`config.mk`:
```
export PLATFORM = sky130hd
export DESIGN_NAME = cache_ctrl_flat
export DESIGN_NICKNAME = d
export VERILOG_FILES = /design/src/rtl/cache_ctrl_if.sv /design/src/rtl/cache_ctrl.sv /design/src/flat_wrapper.sv
export SDC_FILE = /design/constraint.sdc
export NUM_CORES = 1
export LEC_CHECK = 0
export ABC_AREA = 1
export BUFFER_PORTS_ARGS = -buffer_cell sky130_fd_sc_hd__clkbuf_2
export CORE_UTILIZATION = 50
export CTS_BUF_LIST = sky130_fd_sc_hd__clkbuf_16
export DETAILED_ROUTE_END_ITERATION = 8
export PLACE_DENSITY_LB_ADDON = 0.1
export SYNTH_ARGS = -nofsm -noshare
export SYNTH_HDL_FRONTEND = slang
export SYNTH_SLANG_ARGS = --single-unit
export TNS_END_PERCENT = 1
```
`constraint.sdc`:
```
create_clock -name clk -period 12 [get_ports clk]
set_input_delay 0.6 -clock clk [delete_from_list [all_inputs] [get_ports clk]]
set_output_delay 0.6 -clock clk [all_outputs]
set_load 0.005 [all_outputs]
```
`src/rtl/cache_ctrl_if.sv`:
```
// rtl/cache_ctrl_if.sv - CPU load/store port and memory port bundle for cache_ctrl
interface cache_ctrl_if #(
  parameter int d_width = 8,
  parameter int a_width = 8
);
  logic               cpu_req;
  logic               cpu_we;
  logic [a_width-1:0] cpu_addr;
  logic [d_width-1:0] cpu_wdata;
  logic               cpu_ready;
  logic               cpu_ack;
  logic [d_width-1:0] cpu_rdata;
  logic               cpu_hit;
  logic               cpu_err;
  logic               mem_req;
  logic               mem_we;
  logic [a_width-1:0] mem_addr;
  logic [d_width-1:0] mem_wdata;
  logic               mem_ack;
  logic [d_width-1:0] mem_rdata;

  // master: the CPU/memory environment; slave: the cache controller
  modport master (
    output cpu_req, cpu_we, cpu_addr, cpu_wdata, mem_ack, mem_rdata,
    input  cpu_ready, cpu_ack, cpu_rdata, cpu_hit, cpu_err,
    input  mem_req, mem_we, mem_addr, mem_wdata
  );

  modport slave (
    input  cpu_req, cpu_we, cpu_addr, cpu_wdata, mem_ack, mem_rdata,
    output cpu_ready, cpu_ack, cpu_rdata, cpu_hit, cpu_err,
    output mem_req, mem_we, mem_addr, mem_wdata
  );
endinterface

```
`src/rtl/cache_ctrl.sv`:
```
// rtl/cache_ctrl.sv - 4-entry fully-associative write-through cache sequencer with LRU
module cache_ctrl #(
  parameter int d_width     = 8,
  parameter int a_width     = 8,
  parameter int mem_timeout = 255
) (
  input  logic         clk,
  input  logic         rst,
  cache_ctrl_if.slave  bus
);
  typedef enum logic [2:0] {IDLE, LOOKUP, FETCH, WRITE, RESP} state_t;

  localparam logic [7:0] wait_lim = 8'(mem_timeout - 1);

  state_t             state, state_n;
  logic               req_we;
  logic [a_width-1:0] req_addr;
  logic [d_width-1:0] req_wdata;
  logic [3:0]         valid;
  logic [a_width-1:0] tag   [4];
  logic [d_width-1:0] data  [4];
  logic [1:0]         cnt   [4];
  logic [1:0]         victim_r;
  logic               hit_q;
  logic [7:0]         wait_cnt;
  logic [d_width-1:0] rdata_r;
  logic               hit_r;
  logic               err_r;
  logic               mem_we_r;
  logic [a_width-1:0] mem_addr_r;
  logic [d_width-1:0] mem_wdata_r;

  logic               hit;
  logic [1:0]         hit_idx;
  logic [1:0]         victim;
  logic               acc_en;
  logic [1:0]         acc_idx;
  logic [1:0]         acc_old;

  // Descending scans so the lowest matching index wins.
  always_comb begin
    hit     = 1'b0;
    hit_idx = 2'd0;
    victim  = 2'd0;
    for (int i = 3; i >= 0; i--) begin
      if (valid[i] && tag[i] == req_addr) begin
        hit     = 1'b1;
        hit_idx = 2'(i);
      end
      if (cnt[i] == 2'd0) victim = 2'(i);
    end
    for (int i = 3; i >= 0; i--) begin
      if (!valid[i]) victim = 2'(i);
    end
  end

  always_ff @(posedge clk or posedge rst) begin
    if (rst) state <= IDLE;
    else     state <= state_n;
  end

  always_comb begin
    state_n = state;
    acc_en  = 1'b0;
    acc_idx = hit_idx;
    case (state)
      IDLE:   if (bus.cpu_req) state_n = LOOKUP;
      LOOKUP: begin
        acc_en = hit;
        if (req_we)   state_n = WRITE;
        else if (hit) state_n = RESP;
        else          state_n = FETCH;
      end
      FETCH: begin
        acc_idx = victim_r;
        if (bus.mem_ack) begin
          acc_en  = 1'b1;
          state_n = RESP;
        end else if (wait_cnt == wait_lim) begin
          state_n = RESP;
        end
      end
      WRITE:  if (bus.mem_ack || wait_cnt == wait_lim) state_n = RESP;
      RESP:   state_n = IDLE;
      default: state_n = IDLE;
    endcase
  end

  // A never-filled entry competes as if its counter were 0.
  assign acc_old = valid[acc_idx] ? cnt[acc_idx] : 2'd0;

  always_ff @(posedge clk or posedge rst) begin
    if (rst) begin
      req_we      <= 1'b0;
      req_addr    <= '0;
      req_wdata   <= '0;
      valid       <= '0;
      victim_r    <= 2'd0;
      hit_q       <= 1'b0;
      wait_cnt    <= 8'd0;
      rdata_r     <= '0;
      hit_r       <= 1'b0;
      err_r       <= 1'b0;
      mem_we_r    <= 1'b0;
      mem_addr_r  <= '0;
      mem_wdata_r <= '0;
      for (int i = 0; i < 4; i++) begin
        tag[i]  <= '0;
        data[i] <= '0;
        cnt[i]  <= 2'd0;
      end
    end else begin
      case (state)
        IDLE: if (bus.cpu_req) begin
          req_we    <= bus.cpu_we;
          req_addr  <= bus.cpu_addr;
          req_wdata <= bus.cpu_wdata;
        end
        LOOKUP: begin
          wait_cnt <= 8'd0;
          victim_r <= victim;
          hit_q    <= hit;
          if (req_we || !hit) begin
            mem_we_r    <= req_we;
            mem_addr_r  <= req_addr;
            mem_wdata_r <= req_wdata;
          end
          if (req_we && hit) data[hit_idx] <= req_wdata;
          if (!req_we && hit) begin
            rdata_r <= data[hit_idx];
            hit_r   <= 1'b1;
            err_r   <= 1'b0;
          end
        end
        FETCH, WRITE: begin
          if (bus.mem_ack) begin
            err_r <= 1'b0;
            if (state == FETCH) begin
              tag[victim_r]   <= req_addr;
              data[victim_r]  <= bus.mem_rdata;
              valid[victim_r] <= 1'b1;
              rdata_r         <= bus.mem_rdata;
              hit_r           <= 1'b0;
            end else begin
              hit_r <= hit_q;
            end
          end else if (wait_cnt == wait_lim) begin
            hit_r <= 1'b0;
            err_r <= 1'b1;
          end else begin
            wait_cnt <= wait_cnt + 8'd1;
          end
        end
        default: ;
      endcase
      if (acc_en) begin
        for (int j = 0; j < 4; j++) begin
          if (2'(j) != acc_idx && valid[j] && cnt[j] > acc_old) cnt[j] <= cnt[j] - 2'd1;
        end
        cnt[acc_idx] <= 2'd3;
      end
    end
  end

  assign bus.cpu_ready = (state == IDLE);
  assign bus.cpu_ack   = (state == RESP);
  assign bus.cpu_err   = (state == RESP) && err_r;
  assign bus.cpu_rdata = rdata_r;
  assign bus.cpu_hit   = hit_r;
  assign bus.mem_req   = (state == FETCH) || (state == WRITE);
  assign bus.mem_we    = mem_we_r;
  assign bus.mem_addr  = mem_addr_r;
  assign bus.mem_wdata = mem_wdata_r;
endmodule

```
`src/flat_wrapper.sv`:
```
// flat-port wrapper written by rule: the top's interface ports become plain ports
module cache_ctrl_flat 
#(
  parameter int d_width     = 8,
  parameter int a_width     = 8,
  parameter int mem_timeout = 255
)
  (clk, rst, bus_cpu_req, bus_cpu_we, bus_cpu_addr, bus_cpu_wdata, bus_mem_ack, bus_mem_rdata, bus_cpu_ready, bus_cpu_ack, bus_cpu_rdata, bus_cpu_hit, bus_cpu_err, bus_mem_req, bus_mem_we, bus_mem_addr, bus_mem_wdata);
  cache_ctrl_if #(.d_width(d_width), .a_width(a_width)) bus_i ();
  input  logic clk;
  input  logic rst;
  input wire logic [$bits(bus_i.cpu_req)-1:0] bus_cpu_req;
  input wire logic [$bits(bus_i.cpu_we)-1:0] bus_cpu_we;
  input wire logic [$bits(bus_i.cpu_addr)-1:0] bus_cpu_addr;
  input wire logic [$bits(bus_i.cpu_wdata)-1:0] bus_cpu_wdata;
  input wire logic [$bits(bus_i.mem_ack)-1:0] bus_mem_ack;
  input wire logic [$bits(bus_i.mem_rdata)-1:0] bus_mem_rdata;
  output wire logic [$bits(bus_i.cpu_ready)-1:0] bus_cpu_ready;
  output wire logic [$bits(bus_i.cpu_ack)-1:0] bus_cpu_ack;
  output wire logic [$bits(bus_i.cpu_rdata)-1:0] bus_cpu_rdata;
  output wire logic [$bits(bus_i.cpu_hit)-1:0] bus_cpu_hit;
  output wire logic [$bits(bus_i.cpu_err)-1:0] bus_cpu_err;
  output wire logic [$bits(bus_i.mem_req)-1:0] bus_mem_req;
  output wire logic [$bits(bus_i.mem_we)-1:0] bus_mem_we;
  output wire logic [$bits(bus_i.mem_addr)-1:0] bus_mem_addr;
  output wire logic [$bits(bus_i.mem_wdata)-1:0] bus_mem_wdata;
  assign bus_i.cpu_req = bus_cpu_req;
  assign bus_i.cpu_we = bus_cpu_we;
  assign bus_i.cpu_addr = bus_cpu_addr;
  assign bus_i.cpu_wdata = bus_cpu_wdata;
  assign bus_i.mem_ack = bus_mem_ack;
  assign bus_i.mem_rdata = bus_mem_rdata;
  assign bus_cpu_ready = bus_i.cpu_ready;
  assign bus_cpu_ack = bus_i.cpu_ack;
  assign bus_cpu_rdata = bus_i.cpu_rdata;
  assign bus_cpu_hit = bus_i.cpu_hit;
  assign bus_cpu_err = bus_i.cpu_err;
  assign bus_mem_req = bus_i.mem_req;
  assign bus_mem_we = bus_i.mem_we;
  assign bus_mem_addr = bus_i.mem_addr;
  assign bus_mem_wdata = bus_i.mem_wdata;
  cache_ctrl #(.d_width(d_width), .a_width(a_width), .mem_timeout(mem_timeout)) u_core (.clk(clk), .rst(rst), .bus(bus_i));
endmodule
```
==> results.json, run 1 <==
{
  "outcome": "completed",
  "ant_nets": 0,
  "rsz0062_at_grt": "no",
  "start_kind": "flop",
  "synth_fp_nets": 992,
  "cp_max_fo": 24,
  "grt_max_degree": 82,
  "layout_common_cells": "264 x nand2_1, 134 x dfrtp_1, 110 x inv_1",
  "r2r_setup_slack_ns": 8.31,
  "setup_viol": 0,
  "maxCapViolations": 0,
  "critPathSlowestCell": "o41ai_1",
  "syn_avg_cell_area_um2": 7.711,
  "synthToLayoutAreaGrowth_pct": 13.20,
  "antennaDiodeCount": 0,
  "n_fill_cell": 1336,
  "antenna_found_initial": 0,
  "num_rows": 43,
  "hold_buffers": 0,
  "dp_hpwl_um": 12600,
  "path_clk_slew_ns": 0.06,
  "worstMarginPinSlew_ns": 1.120,
  "final_nets": 1047,
  "totalWireLength_um": 18180,
  "ios": 59,
  "drtPass1Iterations": 5,
  "max_freq_ghz": 0.2711,
  "grt_overflow": 0,
  "ys_ff_latch": 134,
  "stdcell_count": 1199,
  "dp_cells": 1169,
  "numPortBuffers": 58,
  "hold_path_class": "in -> async",
  "synthCells": 953,
  "period_needed_ns": 3.688,
  "max_slew_margin_pct": 24.81,
  "fin_tns_setup_ns": 0,
  "path_class": "reg -> reg",
  "r2r-start": "u_core.state[2]",
  "htree_levels": 4,
  "crit_family": "simple AND/OR/NAND/NOR gates",
  "slew_violations": 0,
  "startpoint": "u_core.state[2]",
  "die_height_um": 123.2,
  "drtIter0Drc": 476,
  "final_common_cell": "nand2_1",
  "grt_util_all_layers_pct": 26.08,
  "worstPathArrival_ns": 4.00,
  "synth.yosys.seq_area_share_pct": 45.63,
  "async_flop_share_pct": 100.0,
  "skew_ns": 0.007560,
  "clock_latency_ns": 0.43,
  "power_leakage_nw": 4.166,
  "cp-end-kind": "flop",
  "cts-resized-gates": 0,
  "crit_required_ns": 12.31,
  "drc": 0,
  "cts.sinks": 134,
  "irDropWorstVdd_mv": 0.1285,
  "fin_crit_sh_pct": 30.74,
  "powerDensity_mw_per_mm2": 269.9,
  "grt_pass1_vias": 6012,
  "wl_per_cell_um": 15.17,
  "grt_pass1_wl_um": 29930,
  "synth_cell_types": 46,
  "initial_core_util_pct": 52.13,
  "cts_tree": "yes",
  "vias": 6384,
  "synth-warning-count": 0,
  "place_congestion": 0.8417,
  "syn_area_mm2": 0.007348,
  "critPathBufInv": 3,
  "numCtsBuffers": 17,
  "path_common_cell": "nand2_1",
  "final_layout_size_suffix_gt1_share_pct": 15.41,
  "hold_violations": 0,
  "synth_edf_count": 0,
  "final_util_pct": 59.01,
  "whs_ns": 0.2915,
  "die_x_um": 123.2,
  "synth_ff_type": "dfrtp_1",
  "cts_root_buffer": "clkbuf_16",
  "cp_cell_sequence": "nor2_1 > buf_4 > inv_1 > nor2_2 > inv_1 > nand3_2 > nand2_4 > nand2_1 > nor2_1 > o41ai_1 > ha_1 > nand2_1 > nand2_2 > nand3_1 > nand2_1 > nand3_1 > nand2_1",
  "cpPeakStageDelay_ns": 0.78,
  "core-area_mm2": 0.01410,
  "die_area_mm2": 0.01519,
  "cts_setup_buffers": 0,
  "vias_per_cell": 5.324,
  "clk_path_buf_depth": 2
}
## cells in the mapped netlist, types with 11 or more instances
cell | n | area [µm²]
nand3_1 | 39 | 195.2
o21ai_0 | 87 | 435.4
mux2_2 | 11 | 123.9
nand2_1 | 264 | 991.0
nor2_1 | 85 | 319.1
clkbuf_1 | 16 | 60.06
nand2_2 | 14 | 87.58
a21oi_1 | 39 | 195.2
nand4_1 | 13 | 81.33
inv_1 | 109 | 409.1
nor3_1 | 14 | 70.07
dfrtp_1 | 134 | 3353
nand3_2 | 14 | 140.1
o22ai_1 | 32 | 200.2
## per-layer routing
| metal | GRT usage (%) | part of all wire, % | wire (µm) |
|---|---|---|---|
| met4 | 9.488 | 1.6 | 289 |
| met1 | 34.28 | 47 | 8560 |
| met3 | 5.120 | 3.9 | 713 |
| met5 | 0 | 0 | 0 |
| met2 | 42.70 | 47 | 8619 |
## final cells by class
cell class / count / area [µm²] / area share [%]
Tap cell: 180 / 225.2 / 2.708
Inverter: 118 / 447.9 / 5.385
Multi-Input combinational cell: 675 / 3427 / 41.20
Clock buffer: 17 / 425.4 / 5.114
Clock inverter: 13 / 118.9 / 1.429
Timing Repair Buffer: 62 / 320.3 / 3.851
Sequential cell: 134 / 3353 / 40.31
## kinds of logic after synthesis
kind of cell    count (synthesis)  share of synthesized area [%]
compound gates                180                          13.57
buf+inv                       144                          7.730
simple gates                  465                          28.52
mux                            14                          2.128
xor+xnor                        6                         0.7151
flops                         134                          45.63
fa+ha+maj                      10                          1.703
## flip-flops by register name, indices dropped and copies added (netlist names), 8 cells and up
name                  flops
u_core.bus.cpu_rdata      8
u_core.req_wdata          8
u_core.wait_cnt           8
u_core.data              32
u_core.bus.mem_addr       8
u_core.bus.mem_wdata      8
u_core.cnt                8
u_core.req_addr           8
u_core.tag               32
## through the flow
step	setup slack [ns]	instance area (µm²)	total power [mW]
floorplan	7.817	7348	1.490
global placement	8.453	7774	1.742
detailed placement	8.381	7774	1.758
CTS	8.372	8318	2.253
global route	7.897	8318	2.437
finish	8.312	8318	2.245
## power breakdown
group / internal, mW / switching, mW / total (mW)
sequential: 0.648 / 0.144 / 0.792
combinational: 0.348 / 0.616 / 0.964
clock: 0.298 / 0.191 / 0.489
## worst paths after layout
kind	to	depth (start not counted)
worst max-delay path	u_core.cnt[5]	17
worst min-delay path	u_core.bus.mem_addr[3]	2
worst max register to register	u_core.cnt[5]	17
worst min register to register	u_core.bus.mem_wdata[0]	2
max in group asynchronous	u_core.data[26]	3
min in group clk	u_core.req_wdata[6]	2
(Power assumes the default switching activity.)
==> run 2: changes to the inputs <==
==> constraint.sdc (replaced) <==
create_clock -name clk -period 3.1 [get_ports clk]
set_input_delay 0.155 -clock clk [delete_from_list [all_inputs] [get_ports clk]]
set_output_delay 0.155 -clock clk [all_outputs]
set_load 0.005 [all_outputs]
==> run 2 against run 1 <==
Net effect: combinational power increased to 4.1 times the previous value; sequential power rose to 3.8 times the previous value; final area is 3.2% higher; via count is 2.4% higher; utilization rose by 1.9 points; die area is the same; total power rose to 3.9 times the previous value; sequential share of layout area fell by 1.2 points; clock skew shrank 0.0018 ns; non-clock buffer count grew 35; clock power grew to 3.5 times the previous value; critical path type unchanged; critical endpoint is now u_core.cnt[6]; largest cell class unchanged.
==> results.json, run 2 (synthesis gave the netlist of run 1 again) <==
{
  "outcome": "completed",
  "cpPeakStageDelay_ns": 0.45,
  "drtIter0Drc": 472,
  "vias_per_cell": 5.301,
  "dp_slack_ns": 0.1258,
  "grt_max_degree": 45,
  "max_freq_ghz": 0.3469,
  "reg2reg_depth": 18,
  "num_rows": 43,
  "cp_max_fo": 10,
  "totalWireLength_um": 19230,
  "r2r-start": "u_core.req_addr[1]",
  "grt_overflow": 0,
  "vias": 6536,
  "dp_cells": 1187,
  "path_class": "reg -> reg",
  "hold_violations": 0,
  "reg_top3": "u_core.data (32), u_core.tag (32)",
  "die_area_mm2": 0.01519,
  "ios": 59,
  "clock_latency_ns": 0.43,
  "crit_cells": 18,
  "max_slew_margin_pct": 46.33,
  "place_congestion": 0.8760,
  "grt_pass1_vias": 6148,
  "worstMarginPinSlew_ns": 0.8027,
  "antennaDiodeCount": 0,
  "start_kind": "flop",
  "setup_viol": 0,
  "path_clk_slew_ns": 0.06,
  "startpoint": "u_core.req_addr[1]",
  "grt_pass1_wl_um": 31230,
  "ant_nets": 0,
  "initial_core_util_pct": 52.13,
  "numPortBuffers": 58,
  "critPathSlowestCell": "dfrtp_2",
  "stdcell_count": 1233,
  "numCtsBuffers": 17,
  "layout_common_cells": "264 x nand2_1, 130 x dfrtp_1, 114 x inv_1",
  "final_common_cell": "nand2_1",
  "critPathBufInv": 2,
  "drc": 0,
  "wl_per_cell_um": 15.59,
  "cts_tree": "yes",
  "powerDensity_mw_per_mm2": 1011,
  "crit_required_ns": 3.41,
  "endpoint": "u_core.cnt[6]",
  "worstPathArrival_ns": 3.19,
  "fin_ws_ns": 0.2173,
  "grt_util_all_layers_pct": 27.20,
  "drtPass1Iterations": 5,
  "final_layout_size_suffix_gt1_share_pct": 16.81,
  "cp_cell_sequence": "inv_2 > nand2_1 > nand2_1 > nor2_1 > nand3_1 > nor2_2 > nor2_4 > nand2_1 > nand2_2 > nand2_4 > nand2_1 > nor2_1 > o41ai_1 > buf_4 > ha_1 > a21o_1 > nand4_1 > nand3_1",
  "period_needed_ns": 2.883,
  "cp-end-kind": "flop",
  "die_x_um": 123.2,
  "synthToLayoutAreaGrowth_pct": 16.86,
  "r2r_setup_slack_ns": 0.22,
  "antenna_found_initial": 0,
  "htree_levels": 4,
  "clk_path_buf_depth": 2,
  "skew_ns": 0.005775,
  "hold_path_class": "in -> reg",
  "die_height_um": 123.2,
  "slew_violations": 0,
  "reg2reg_to": "u_core.cnt[6]",
  "irDropWorstVdd_mv": 0.6296,
  "fin_crit_sh_pct": 92.99,
  "path_common_cell": "nand2_1",
  "cts_root_buffer": "clkbuf_16",
  "maxCapViolations": 0,
  "crit_family": "simple AND/OR/NAND/NOR gates",
  "cts.sinks": 134,
  "dp_hpwl_um": 13620,
  "power_leakage_nw": 4.313,
  "min_from": "bus_cpu_addr[0]",
  "whs_ns": 0.004866,
  "final_nets": 1082,
  "final_util_pct": 60.92,
  "core-area_mm2": 0.01410
}
==> run 2: worst min-delay path by stage <==
stage	slack (ns)	cells past startpoint	to
global route	0.01	3	u_core.req_addr[4]
floorplan	0.31	1	u_core.req_wdata[0]
CTS	0.001	3	u_core.req_addr[0]
detailed placement	0.33	2	u_core.bus.mem_wdata[1]
global placement	0.32	2	u_core.bus.mem_wdata[1]
finish	0.005	3	u_core.req_addr[0]
==> run 2: final cells by class <==
type	count	area, µm²
well taps	180	225.2
repair buffers	97	643.1
multi-input cells	675	3431
fillers	1323	5509
inverters	118	449.2
clock buffers	17	425.4
flip-flops and latches	134	3358
clock inverters	12	55.05
==> run 2: report_power, final <==
part	switching, mW	total (mW)	internal (mW)
sequential	0.531	3.04	2.51
clock	0.720	1.70	0.976
combinational	2.50	3.94	1.44
total	3.75	8.68	4.93
==> run 2: stage by stage <==
| stage | cell area [µm²] | power, mW | TNS (ns) |
|---|---|---|---|
| after floorplan | 7352 | 5.767 | 0 |
| after detailed placement | 7933 | 6.957 | 0 |
| final | 8587 | 8.680 | 0 |
| after CTS | 8553 | 8.680 | 0 |
| after global placement | 7933 | 6.913 | 0 |
| after global routing | 8587 | 9.412 | -0.004606 |
==> run 2: metal layers <==
metal	global-route usage [%]	part of all wire, %	wire [µm]
met5	0	0	0
met4	9.337	1.7	325
met3	5.120	5.1	984
met2	43.54	46	8903
met1	36.92	47	9013
==> run 2: timing repair <==
action                                  4_1_cts  5_1_grt
endpoints found under the setup margin        0        8
resized for setup                             0        6
buffers inserted                              0        3
endpoints found under the hold margin        43        0
hold buffers                                 14        0
==> run 2: worst reg2reg max path, stage by stage, from the launching register on <==
cell	delay, ns
dfrtp_2	0.45
inv_2	0.16
nand2_1	0.12
nand2_1	0.08
nor2_1	0.05
nand3_1	0.11
nor2_2	0.07
nor2_4	0.14
nand2_1	0.08
nand2_2	0.08
nand2_4	0.09
nand2_1	0.10
nor2_1	0.05
o41ai_1	0.36
buf_4	0.20
ha_1	0.23
a21o_1	0.22
nand4_1	0.10
nand3_1	0.09
